[src/rtl/io_interp_gray_stepper_if.sv]
// Handshake and phase-select bundle between a target requester and the gray stepper.
// Latency: none; this is wiring only.
// Backpressure: tgt_ready is driven by the stepper and stays low while a move is in flight.
// Ports (slave view): tgt_valid/tgt_code/hold in; tgt_ready, mux_sel_out, pos_bin,
//   busy, step_dn, done out.
interface io_interp_gray_stepper_if;
  logic       tgt_valid;
  logic [2:0] tgt_code;
  logic       tgt_ready;
  logic       hold;
  logic [2:0] mux_sel_out;
  logic [2:0] pos_bin;
  logic       busy;
  logic       step_dn;
  logic       done;

  modport master (
    output tgt_valid, tgt_code, hold,
    input  tgt_ready, mux_sel_out, pos_bin, busy, step_dn, done
  );

  modport slave (
    input  tgt_valid, tgt_code, hold,
    output tgt_ready, mux_sel_out, pos_bin, busy, step_dn, done
  );
endinterface

[src/rtl/io_interp_gray_stepper.sv]
// Walks a 3-bit gray phase select toward a requested phase, one bit flip per step.
// Latency: first step one edge after accept, then one step per SETTLE_CYC+1 edges; done one edge after settle.
// Backpressure: tgt_ready is high only in IDLE; requests during a move are ignored.
// Ports: clk, l_reset (sync, active-high); bus (slave modport) carries the target
//   handshake, hold, and the registered select/position/status outputs.
module io_interp_gray_stepper #(
  parameter int unsigned SETTLE_CYC = 3
) (
  input  logic                          clk,
  input  logic                          l_reset,
  io_interp_gray_stepper_if.slave       bus
);

  localparam logic [3:0] SETTLE = 4'(SETTLE_CYC);

  typedef enum logic {IDLE, MOVE} state_t;

  state_t     state_q, state_d;
  logic [2:0] pos_q, pos_d;
  logic [2:0] sel_q, sel_d;
  logic [2:0] tgt_q, tgt_d;
  logic [3:0] cnt_q, cnt_d;
  logic       dn_q, dn_d;
  logic       done_q, done_d;

  logic [2:0] diff;
  logic       go_dn;
  logic [2:0] pos_nxt;

  function automatic logic [2:0] gray3(input logic [2:0] b);
    return b ^ (b >> 1);
  endfunction

  // Distance around the ring; 5..7 is shorter going down, the 4 tie goes up.
  assign diff  = tgt_q - pos_q;
  assign go_dn = diff[2] & (diff[1] | diff[0]);

  always_ff @(posedge clk) begin
    if (l_reset) begin
      state_q <= IDLE;
      pos_q   <= 3'd0;
      sel_q   <= 3'd0;
      tgt_q   <= 3'd0;
      cnt_q   <= 4'd0;
      dn_q    <= 1'b0;
      done_q  <= 1'b0;
    end else begin
      state_q <= state_d;
      pos_q   <= pos_d;
      sel_q   <= sel_d;
      tgt_q   <= tgt_d;
      cnt_q   <= cnt_d;
      dn_q    <= dn_d;
      done_q  <= done_d;
    end
  end

  always_comb begin
    state_d = state_q;
    pos_d   = pos_q;
    sel_d   = sel_q;
    tgt_d   = tgt_q;
    cnt_d   = cnt_q;
    dn_d    = dn_q;
    done_d  = 1'b0;
    pos_nxt = go_dn ? (pos_q - 3'd1) : (pos_q + 3'd1);
    case (state_q)
      IDLE: begin
        if (bus.tgt_valid) begin
          tgt_d   = bus.tgt_code;
          cnt_d   = 4'd0;
          state_d = MOVE;
        end
      end
      MOVE: begin
        // hold freezes everything, including the settle countdown.
        if (!bus.hold) begin
          if (cnt_q != 4'd0) begin
            cnt_d = cnt_q - 4'd1;
          end else if (pos_q != tgt_q) begin
            pos_d = pos_nxt;
            // Select register is loaded from the next position so it tracks
            // gray(pos_bin) edge-for-edge without a combinational port path.
            sel_d = gray3(pos_nxt);
            dn_d  = go_dn;
            cnt_d = SETTLE;
          end else begin
            state_d = IDLE;
            done_d  = 1'b1;
          end
        end
      end
      default: state_d = IDLE;
    endcase
  end

  assign bus.tgt_ready   = (state_q == IDLE);
  assign bus.busy        = (state_q == MOVE);
  assign bus.mux_sel_out = sel_q;
  assign bus.pos_bin     = pos_q;
  assign bus.step_dn     = dn_q;
  assign bus.done        = done_q;

endmodule

[src/flat_wrapper.sv]
// flat-port wrapper written by rule: the top's interface ports become plain ports
module io_interp_gray_stepper_flat 
#(
  parameter int unsigned SETTLE_CYC = 3
)
  (clk, l_reset, bus_tgt_valid, bus_tgt_code, bus_hold, bus_tgt_ready, bus_mux_sel_out, bus_pos_bin, bus_busy, bus_step_dn, bus_done);
  io_interp_gray_stepper_if bus_i ();
  input  logic clk;
  input  logic l_reset;
  input wire logic [$bits(bus_i.tgt_valid)-1:0] bus_tgt_valid;
  input wire logic [$bits(bus_i.tgt_code)-1:0] bus_tgt_code;
  input wire logic [$bits(bus_i.hold)-1:0] bus_hold;
  output wire logic [$bits(bus_i.tgt_ready)-1:0] bus_tgt_ready;
  output wire logic [$bits(bus_i.mux_sel_out)-1:0] bus_mux_sel_out;
  output wire logic [$bits(bus_i.pos_bin)-1:0] bus_pos_bin;
  output wire logic [$bits(bus_i.busy)-1:0] bus_busy;
  output wire logic [$bits(bus_i.step_dn)-1:0] bus_step_dn;
  output wire logic [$bits(bus_i.done)-1:0] bus_done;
  assign bus_i.tgt_valid = bus_tgt_valid;
  assign bus_i.tgt_code = bus_tgt_code;
  assign bus_i.hold = bus_hold;
  assign bus_tgt_ready = bus_i.tgt_ready;
  assign bus_mux_sel_out = bus_i.mux_sel_out;
  assign bus_pos_bin = bus_i.pos_bin;
  assign bus_busy = bus_i.busy;
  assign bus_step_dn = bus_i.step_dn;
  assign bus_done = bus_i.done;
  io_interp_gray_stepper #(.SETTLE_CYC(SETTLE_CYC)) u_core (.clk(clk), .l_reset(l_reset), .bus(bus_i));
endmodule
[config.mk]
export PLATFORM = sky130hd
export DESIGN_NAME = io_interp_gray_stepper_flat
export DESIGN_NICKNAME = d
export VERILOG_FILES = /design/src/rtl/io_interp_gray_stepper_if.sv /design/src/rtl/io_interp_gray_stepper.sv /design/src/flat_wrapper.sv
export SDC_FILE = /design/constraint.sdc
export NUM_CORES = 1
export LEC_CHECK = 0
export ABC_AREA = 1
export CAP_MARGIN = 15
export CORE_UTILIZATION = 54
export DETAILED_ROUTE_END_ITERATION = 7
export PLACE_DENSITY = 0.82
export SYNTH_ARGS = -nofsm -noshare
export SYNTH_HDL_FRONTEND = slang
export SYNTH_SLANG_ARGS = --single-unit
[constraint.sdc]
create_clock -name clk -period 6.6 [get_ports clk]
set_input_delay 1.98 -clock clk [delete_from_list [all_inputs] [get_ports clk]]
set_output_delay 1.98 -clock clk [all_outputs]
set_load 0.005 [all_outputs]
==> load_flow_metrics.sql <==
INSERT INTO impl_metrics (metric_group, metric, value, unit) VALUES
('logic_synthesis', 'synth_seq_area_share', '0.3320', ''),
('hold_path', 'hold_path.class', 'flop to flop', ''),
('global_route', 'grt_remaining_overflow', '0', ''),
('setup_path', 'ff2ff_path_depth', '16', ''),
('sta', 'tightest_hold_margin', '465.1', 'ps'),
('global_route', 'globalRouteTotalUtil', '0.2197', ''),
('cells_and_area', 'post_synthesis_to_final_layout_area_growth', '21.58', '%'),
('sta', 'clock-skew-final', '2.092', 'ps'),
('global_route', 'via_count_of_the_first_global_routing_pass', '776', ''),
('cells_and_area', 'postLayoutCoreUtil', '0.7135', ''),
('clock_tree', 'hold_buffers', '0', ''),
('sta', 'setup_viol', '0', ''),
('sta', 'final_min_period_over_clock_period', '0.4976', ''),
('sta', 'hold_viol', '0', ''),
('clock_tree', 'cts-resized-gates', '0', ''),
('sta', 'setup_total_negative_slack', '0', 'ps'),
('routing', 'drt-pass1-iter-count', '4', ''),
('routing', 'drt_wl_total', '1729', 'um'),
('sta', 'slew_headroom', '0.7228', ''),
('cells_and_area', 'fin_area', '1100', 'um2'),
('clock_tree', 'post_cts_setup_bufs', '0', ''),
('pwr', 'switching_power', '0.07829', 'mW'),
('routing', 'via_to_cell_ratio', '5.089', ''),
('clock_tree', 'clock_insertion_delay_worst_skew', '290', 'ps'),
('setup_path', 'critPathBufInv', '1', ''),
('clock_tree', 'cts.path.max_buffers', '2', ''),
('setup_path', 'critical_path.reg2reg.startpoint', 'u_core.bus.pos_bin[0]', ''),
('clock_tree', 'buffer_type_at_the_clock_tree_root', 'sky130_fd_sc_hd__clkbuf_4', ''),
('status', 'run_status', 'finished, final reports clean', ''),
('floorplanning', 'die_area', '1843', 'um2'),
('pwr', 'power.density', '209.8', 'nW/um2'),
('setup_path', 'standard_cell_with_the_maximum_stage_delay_on_the_critical_path', 'sky130_fd_sc_hd__clkdlybuf4s50_1', ''),
('setup_path', 'reg2reg_setup_slack', '3940', 'ps'),
('routing', 'post-route-drc-count', '0', ''),
('sta', 'fmaxAchievable', '0.3045', 'GHz'),
('pwr', 'clock_power_share', '0.238', ''),
('routing', 'drt-initial-drc-count', '9', ''),
('global_route', 'maximum_number_of_pins_on_one_net_before_global_route_repair', '11', ''),
('hold_path', 'worstHoldPathCells', '2', ''),
('placement', 'placed_cells_incl_taps', '153', ''),
('sta', 'number_of_pins_exceeding_their_max_slew_limit_in_the_final_report', '0', ''),
('logic_synthesis', 'synth_seq_cells', '15', ''),
('routing', 'vias', '799', ''),
('hold_path', 'min_to', 'u_core.tgt_q[0]', ''),
('clock_tree', 'htreeDepth', '1', ''),
('setup_path', 'critPathRequiredTime', '4620', 'ps'),
('global_route', 'initial_antenna_violation_count', '0', ''),
('logic_synthesis', 'yosysWarningCount', '0', ''),
('logic_synthesis', 'synth.lib_cells_used.distinct', '26', ''),
('sta', 'final.min_clock_period', '3284', 'ps'),
('sta', 'max_slew.worst_pin.slew', '414.5', 'ps'),
('floorplanning', 'die_h', '42.93', 'um'),
('floorplanning', 'fp-row-count', '14', ''),
('clock_tree', 'clkSinkCount', '15', ''),
('global_route', 'grt_pass1_wl', '3029', 'um'),
('pwr', 'sw_frac', '0.3393', ''),
('placement', 'portBuffers', '16', ''),
('setup_path', 'start_kind', 'flop', ''),
('flow_run', 'cap_violations', '0', ''),
('pwr', 'share_of_power_burned_in_registers', '0.447', ''),
('hold_path', 'holdCritStartpoint', 'u_core.tgt_q[0]', ''),
('clock_tree', 'cts.reportedPaths.clkPinSlew', '90', 'ps'),
('sta', 'unrepaired_setup_endpoints_after_global_routing', 'false', ''),
('floorplanning', 'chipWidth', '42.93', 'um'),
('setup_path', 'critical_path.cell_chain', 'clkdlybuf4s50_1', ''),
('pwr', 'cellInternalPower', '0.1524', 'mW'),
('floorplanning', 'coreArea', '1541', 'um2'),
('routing', 'ant_nets', '0', ''),
('floorplanning', 'initial_core_util', '0.5869', ''),
('routing', 'routedWlPerCell', '11.01', 'um'),
('floorplanning', 'io-pin-count', '17', '');
==> state kept, by name, indices dropped and copies added (netlist names) <==
name	flops
u_core.cnt_q	4
u_core.bus.mux_sel_out	3
u_core.tgt_q	3
u_core.bus.pos_bin	2
u_core.bus.busy	1
u_core.bus.done	1
u_core.bus.step_dn	1
==> power groups by stage <==
| stage | logic [mW] | registers [mW] | clock network, mW |
|---|---|---|---|
| finish | 0.0725 | 0.103 | 0.0550 |
| global route | 0.0819 | 0.104 | 0.0595 |
| CTS | 0.0726 | 0.103 | 0.0555 |
| detailed placement | 0.0719 | 0.105 | 0 |
| global placement | 0.0697 | 0.105 | 0 |
| floorplan | 0.0509 | 0.105 | 0 |
==> per-stage QoR <==
stage               total power [mW]  worst slack, ps
floorplan                     0.1556             3821
global placement              0.1747             3354
detailed placement            0.1772             3303
CTS                           0.2314             3305
global route                  0.2458             3273
finish                        0.2307             3316
==> how the worst max path moves through the flow <==
| stage | start | endpoint | slack (ps) | cells past startpoint |
|---|---|---|---|---|
| after detailed placement | bus_hold | u_core.bus.mux_sel_out[0] | 3300 | 8 |
| after floorplan | bus_hold | u_core.bus.mux_sel_out[0] | 3820 | 7 |
| after CTS | u_core.bus.pos_bin[0] | bus_pos_bin[0] | 3310 | 1 |
| final | u_core.bus.pos_bin[0] | bus_pos_bin[0] | 3320 | 1 |
| after global routing | u_core.bus.mux_sel_out[2] | bus_pos_bin[2] | 3270 | 1 |
| after global placement | bus_hold | u_core.bus.mux_sel_out[0] | 3350 | 8 |
==> cell usage after synthesis (all sizes together) <==
library cell  count  area (um2)
nand2            26       112.6
inv              25       93.84
dfxtp            15       300.3
a21oi            11       66.32
nor2             11       58.81
nand3            10       62.56
o21ai             9       52.55
ha                4       50.05
fa                2       40.04
nor3              2       10.01
xor2              2       17.52
a211oi            1       7.510
buf               1       7.510
clkbuf            1       3.750
clkinv            1       5.000
nor3b             1       7.510
or2               1       8.760
==> metal layers <==
layer  wire (um)  up-vias  GRT usage
li1            -      418          -
met1         811      360     0.2619
met2         813       16     0.3636
met3          59        5    0.02979
met4          45        0     0.1455
met5           0        -          0
==> logic make-up after synthesis <==
logic type	synth area share
buffers and inverters	0.1217
xor gates and xnor gates	0.01937
and+or+nand+nor	0.2877
DFF	0.3320
AOI/OAI and AO/OA	0.1397
adders and majority gates	0.09959
==> layout make-up <==
class	count	area, um2
Clock buffer	4	26.28
Fill cell	140	441.7
Inverter	26	98.84
Multi-Input combinational cell	80	494.2
Sequential cell	15	300.3
Tap cell	16	20.02
Timing Repair Buffer	16	160.2
Note: power is estimated with default switching activity, not from simulation.
